$ cat src/rtl/regfile_dump_32_pkg.sv
// Shared sizing and dump FSM state encoding for regfile_dump_32.
// Contents: register count, address/data widths, last index, and the dump_state_e enum.
package regfile_dump_32_pkg;

  localparam int NUM_REGS = 32;
  localparam int ADDR_W   = 5;
  localparam int DATA_W   = 32;

  localparam logic [ADDR_W-1:0] LAST_IDX =
    ADDR_W'(NUM_REGS - 1);

  typedef enum logic [1:0] {
    S_IDLE,
    S_FETCH,
    S_SEND,
    S_DONE
  } dump_state_e;

endpackage

$ cat src/rtl/regfile_dump_32.sv
// Debug read-out engine: walks regfile registers 0..NUM_REGS-1 and streams (idx, data) beats.
// Ports: Clk/Rst (sync, active-high), Start/Abort, RegAddr/RegData, Out* channel, Busy, Done.
module regfile_dump_32
  import regfile_dump_32_pkg::*;
(
  input  logic              Clk,
  input  logic              Rst,
  input  logic              Start,
  input  logic              Abort,
  output logic [ADDR_W-1:0] RegAddr,
  input  logic [DATA_W-1:0] RegData,
  output logic              OutValid,
  input  logic              OutReady,
  output logic [ADDR_W-1:0] OutIdx,
  output logic [DATA_W-1:0] OutData,
  output logic              Busy,
  output logic              Done
);

  dump_state_e       state_q, state_d;
  logic [ADDR_W-1:0] idx_q, idx_d;
  logic              valid_q, valid_d;
  logic [ADDR_W-1:0] oidx_q, oidx_d;
  logic [DATA_W-1:0] odata_q, odata_d;
  logic              busy_q, busy_d;
  logic              done_q, done_d;

  always_comb begin
    state_d = state_q;
    idx_d   = idx_q;
    valid_d = valid_q;
    oidx_d  = oidx_q;
    odata_d = odata_q;
    unique case (state_q)
      S_IDLE: begin
        if (Start) begin
          state_d = S_FETCH;
          idx_d   = '0;
        end
      end
      S_FETCH: begin
        if (Abort) begin
          state_d = S_IDLE;
          idx_d   = '0;
          valid_d = 1'b0;
        end else begin
          odata_d = RegData;
          oidx_d  = idx_q;
          valid_d = 1'b1;
          state_d = S_SEND;
        end
      end
      S_SEND: begin
        // Abort beats a same-cycle handshake.
        if (Abort) begin
          state_d = S_IDLE;
          idx_d   = '0;
          valid_d = 1'b0;
        end else if (valid_q && OutReady) begin
          valid_d = 1'b0;
          if (idx_q == LAST_IDX) begin
            state_d = S_DONE;
          end else begin
            idx_d   = idx_q + ADDR_W'(1);
            state_d = S_FETCH;
          end
        end
      end
      S_DONE: begin
        state_d = S_IDLE;
        idx_d   = '0;
      end
      default: begin
        state_d = S_IDLE;
        idx_d   = '0;
        valid_d = 1'b0;
      end
    endcase
    // Status flags follow the next state.
    busy_d = (state_d == S_FETCH) ||
             (state_d == S_SEND);
    done_d = (state_d == S_DONE);
  end

  always_ff @(posedge Clk) begin
    if (Rst) begin
      state_q <= S_IDLE;
      idx_q   <= '0;
      valid_q <= 1'b0;
      oidx_q  <= '0;
      odata_q <= '0;
      busy_q  <= 1'b0;
      done_q  <= 1'b0;
    end else begin
      state_q <= state_d;
      idx_q   <= idx_d;
      valid_q <= valid_d;
      oidx_q  <= oidx_d;
      odata_q <= odata_d;
      busy_q  <= busy_d;
      done_q  <= done_d;
    end
  end

  // idx is zero whenever idle, so it doubles as the read address.
  assign RegAddr  = idx_q;
  assign OutValid = valid_q;
  assign OutIdx   = oidx_q;
  assign OutData  = odata_q;
  assign Busy     = busy_q;
  assign Done     = done_q;

endmodule

$ cat config.mk
export PLATFORM = sky130hd
export DESIGN_NAME = regfile_dump_32
export DESIGN_NICKNAME = d
export VERILOG_FILES = /design/src/rtl/regfile_dump_32_pkg.sv /design/src/rtl/regfile_dump_32.sv
export SDC_FILE = /design/constraint.sdc
export NUM_CORES = 1
export LEC_CHECK = 0
export BUFFER_PORTS_ARGS = -buffer_cell sky130_fd_sc_hd__buf_2
export CAP_MARGIN = 20
export CORE_MARGIN = 2
export CORE_UTILIZATION = 45
export DETAILED_ROUTE_END_ITERATION = 16
export PLACE_DENSITY_LB_ADDON = 0.15
export SLEW_MARGIN = 20
export SYNTH_ARGS = -nofsm -noshare
export SYNTH_HDL_FRONTEND = slang
export SYNTH_SLANG_ARGS = --single-unit
$ cat constraint.sdc
create_clock -name Clk -period 2.6 [get_ports Clk]
set_input_delay 0.13 -clock Clk [delete_from_list [all_inputs] [get_ports Clk]]
set_output_delay 0.13 -clock Clk [all_outputs]
set_load 0.02 [all_outputs]
# After elaboration in Yosys (flattened, before gate mapping)
# Index checks and enable logic that the tools add are counted.
# totals
out_inout_bits	45
ff_bits	47
word_cells	43
# classes
n_mux	16
bitwise_logic	1
n_eq_ne	11
n_addsub	1
n_reduce_logical	7
# op_table
operator	n
$mux 5	5
$pmux 5 s4	1
$mux 2	5
$eq 2x2->1 const B	4
$pmux 2 s4	1
$ne 3x3->1 const B	2
$add 5x1->5 const B	1
$eq 5x5->1 const B	1
$eq 2x1->1 const B	2
$ne 2x2->1 const B	2
$reduce_and 2->1	2
$reduce_and 4->1	1
$mux 1	3
$logic_not 2->1	1
$pmux 1 s2	1
$reduce_bool 2->1	1
$logic_and 1x1->1	1
$logic_or 1x1->1	1
$not 1->1	1

# Depth between registers and ports, before layout
# depth
depth_word	7
depth_mapped	7

# Least setup slack after synthesis
# Ideal clock, no wire load.
# synth_path
kind	register to register
startpoint	register idx_q[0], in the netlist RegAddr[0]
endpoint	register busy_q, in the netlist Busy
arrival_time_ns	1.799
stages_incl_launch_ff	8
path_slack_ns	0.675
path_cell_list	dfxtp_1 -> ha_1 -> and3_1 -> ha_1 -> and4b_1 -> a211oi_2 -> ha_1 -> nor2b_1
# synth_between
elab_chain_cells	7
word_cells_on_any_way	8
# synth_rtl
element	line	text
start: declaration	regfile_dump_32.sv:21	logic [ADDR_W-1:0] idx_q, idx_d;
start signal: assignment	regfile_dump_32.sv:96	idx_q <= idx_d;
$eq 5x5->1 *	regfile_dump_32.sv:61	if (idx_q == LAST_IDX) begin
$mux 2 *	regfile_dump_32.sv:61	
$mux 2 *	regfile_dump_32.sv:59	end else if (valid_q && OutReady) begin
$mux 2 *	regfile_dump_32.sv:55	if (Abort) begin
$pmux 2 s4 *	regfile_dump_32.sv:34	unique case (state_q)
via state_d[1]	regfile_dump_32.sv:20	dump_state_e state_q, state_d;
$eq 2x1->1 / $eq 2x2->1 (equally long branches)	regfile_dump_32.sv:80, regfile_dump_32.sv:81	
$logic_or 1x1->1 *	regfile_dump_32.sv:80	busy_d = (state_d == S_FETCH) ||
via busy_d	regfile_dump_32.sv:25	logic busy_q, busy_d;
end signal: assignment	regfile_dump_32.sv:100	busy_q <= busy_d;
end: declaration	regfile_dump_32.sv:25	
# Mark *: on every way through the listed nets, which the timed path passes. The rest lies on a longest branch.
# A chain may end at the register's enable or synchronous reset.

# Worst setup path after layout
# layout_path
startpoint	register idx_q[0], in the netlist RegAddr[0]
endpoint	register idx_q[2], in the netlist RegAddr[2]
# layout_between
elab_chain_cells	5
word_cells_on_any_way	8
# layout_rtl
element	line	text
$add 5x1->5	regfile_dump_32.sv:64	idx_d = idx_q + ADDR_W'(1);
$mux 5	regfile_dump_32.sv:61	
$mux 5	regfile_dump_32.sv:59	
$mux 5	regfile_dump_32.sv:55	
$pmux 5 s4	regfile_dump_32.sv:34	
# Parallel ways exist; a longest one is shown, timed or not. The select of a mux whose other input is x is not followed.

==> summary.md <==
| Metric | Value |
|---|---|
| Status | complete, no violations |
| Drt drc | 0 |
| Post-CTS Hold Buffers | 0 |
| Core Area | 3940 um^2 |
| Flops & latches, synth | 47 |
| Vias | 1640 |
| I/O Pins | 82 |
| Fillers | 389 |
| Final period utilization | 77.4% |
| Final Net Count | 335 |
| Area leader, netlist | dfxtp_1 |
| Final setup fails | 0 |
| Max_slew headroom | about three fifths |
| CP Data Required Time | 2.80 ns |
| Leakage | 1.04 nW |
| Mapped Area | approximately 1800 um^2 |
| Die Outline Area | 4580 um^2 |
| Gr ovfl total | 0 |
| Top-area cell type share of the netlist area | 51.6% |
| Reg2reg start | RegAddr[0] |
| FMAX | 497 MHz |
| Slew Viols, Final | 0 |
| Post-synth top flop | dfxtp_1 |
| H-tree Lvls | 2 |
| Crit path kind | register to register |
| Die W | 67.7 um |
| Measured slew at the worst slew-check pin | around 0.63 ns |
| Sw Share | between 20% and 30% |
| Die H | between 60 and 70 um |
| Max-cap violation count | 0 |
| R2R depth | 7 |
| Yosys warning count | 0 |
| First-pass GRT wire length | 6170 um |
| Overall power | 1.30 mW |
| Netlist cell types | 28 |
| TritonCTS clock tree | built |
| Clock Tree Root | clkbuf_8 |
| Clock transition at path regs | 0.08 ns |
| Async S/R FF share, synth | 0% |
| Syn Inst Count | 217 |
| Resized cells post-CTS | 0 |
| Wirelength per Cell | 11.5 um |
| Final TNS setup | 0 ns |
| Number of CTS-inserted buffers | 5 |
| IO buf count | 81 |
| Hold_sp | RegData[27] |
| Post-synthesis sequential area ratio | 51.6% |
| Antenna violations before repair | 0 |
| RSZ-0062 raised after global routing | false |
| Pwr Density | 563 nW/um^2 |
| Dpl cells | 338 |
| Crit path from | RegAddr[0] |
| Cell Int Power | around 0.98 mW |
| # rows | 23 |
| Tot GR Track Use | 17.9% |
| CTS max path bufs | 2 |
| Leading post-synthesis cells by cell area | dfxtp_1, nand2_1, a21oi_1 |
| Most common cell after layout, fill and taps aside | buf_2 |
| Synth Net Count | 257 |
| Initial Util | 46.2% |
| Worst-skew pair later-pin latency | 0.30 ns |
| HPWL after detailed placement | ~2800 um |
| Routability congestion estimate | slightly below 0.9 |
| Antenna Violating Nets Remaining | 0 |
| FF/Latch Area | between 900 and 1000 um^2 |
| Final wirelength | a little under 4000 um |
| Worst hold margin | 0.0577 ns |
| Clock network fraction of total power | 31.8% |
| Comb pwr share | 10.6% |
| Core Util, Final | 58.7% |
| Setup crit start kind | register |
| Most frequent cells in the layout | buf_2, nand2_1, dfxtp_1 |
| Vias per cell | roughly 4.7 |
| Hold Crit Class | input pin to register |
| Syn avg cell area | 8.40 um^2 |
| Multi-input logic area | 795 um^2 |
| CP arrival | 2.21 ns |
| WHS Path Cells | 3 |
| Vias in the first global route | 1361 |
| Switch Pwr | 0.325 mW |
| Non-Filler Instances | 346 |
| Register share of total power | 57.6% |
| Minimum clock period | 2.01 ns |
| Share of post-route cells with drive strength above 1 | 33.1% |
| Crit path max fanout | 7 |
| Setup crit end kind | register |
| Count of final hold-check violations | 0 |
| Post-synth EDFFs | 0 |
| Maximum vdd drop | 0.359 mV |
| Synth-to-Final Area Change | 26.9% |
| Ant diodes | 0 |
| Clk sink count | 47 |
| Clock Skews | 0.00391 ns |
| Postcts setup bufs | 0 |
| DRT Pass-1 Iters | 4 |
| Detailed Route Iter0 Violations | between 60 and 70 |
| Pin count of the biggest net entering global routing | 38 |
sequential cells by signal, summed over array words and instances (netlist names):
register and flops:
OutData 32, Busy 1, Done 1, OutValid 1
RegAddr 5, state_q 2, OutIdx 5
power by group through the flow:
stage / clock network (mW) / registers, mW / logic, mW
finish: 0.415 / 0.750 / 0.138
global route: 0.454 / 0.753 / 0.154
CTS: 0.425 / 0.750 / 0.139
detailed placement: 0 / 0.767 / 0.139
global placement: 0 / 0.767 / 0.139
floorplan: 0 / 0.789 / 0.0625
final timing paths:
path | to | slack, ns
setup reg to reg | RegAddr[2] | 0.59
hold / removal | OutData[27] | 0.06
hold reg to reg | OutData[15] | 0.45
setup / recovery | RegAddr[2] | 0.59
cell families after synthesis:
group | synth area share (%)
AND/OR/NAND/NOR | 26.2
AO/OA/AOI/OAI | 15.0
flip-flops | 51.6
buffers and inverters | 5.15
adder cells (fa/ha/maj) | 2.06
metrics by stage:
stage | setup WS [ns] | area (um^2)
after floorplan | 0.675 | 1820
final | 0.588 | 2310
after detailed placement | 0.625 | 2230
after global routing | 0.447 | 2310
after global placement | 0.662 | 2230
after CTS | 0.615 | 2310
worst max-delay path, cell delays in order, from the launching register on:
cell	delay, ns
dfxtp_1	0.37
ha_1	0.24
and3_1	0.18
ha_1	0.19
nand3b_1	0.20
a211oi_2	0.41
o22ai_1	0.13
a21o_1	0.19
synth_stat cells, types with 2 or more instances:
library cell and count:
buf_6 3, a211oi_2 2, nand2b_1 6, buf_4 5, nor3_1 2, nor3b_2 2, a21oi_1 41, nand2_1 76
o21ai_1 3, dfxtp_1 47, nand3_1 3, nor2b_1 4, ha_1 3, a21o_1 2, clkbuf_1 5
final cells by class:
cell class,count,area share [%]
Sequential cell,47,40.7
Inverter,1,0.162
Timing Repair Buffer,84,18.5
Tap cell,50,2.70
Clock inverter,3,0.649
Multi-Input combinational cell,156,34.3
Clock buffer,5,2.97
routing by layer:
| layer | vias to the layer above | part of all wire [%] | track usage, % |
|---|---|---|---|
| met1 | 712 | 45 | 22.8 |
| li1 | 870 | - | - |
| met5 | - | 0 | 0 |
| met3 | 7 | 7.5 | 6.33 |
| met4 | 0 | 1.4 | 6.12 |
| met2 | 51 | 46 | 28.2 |
Power figures use the tool's default switching activity.
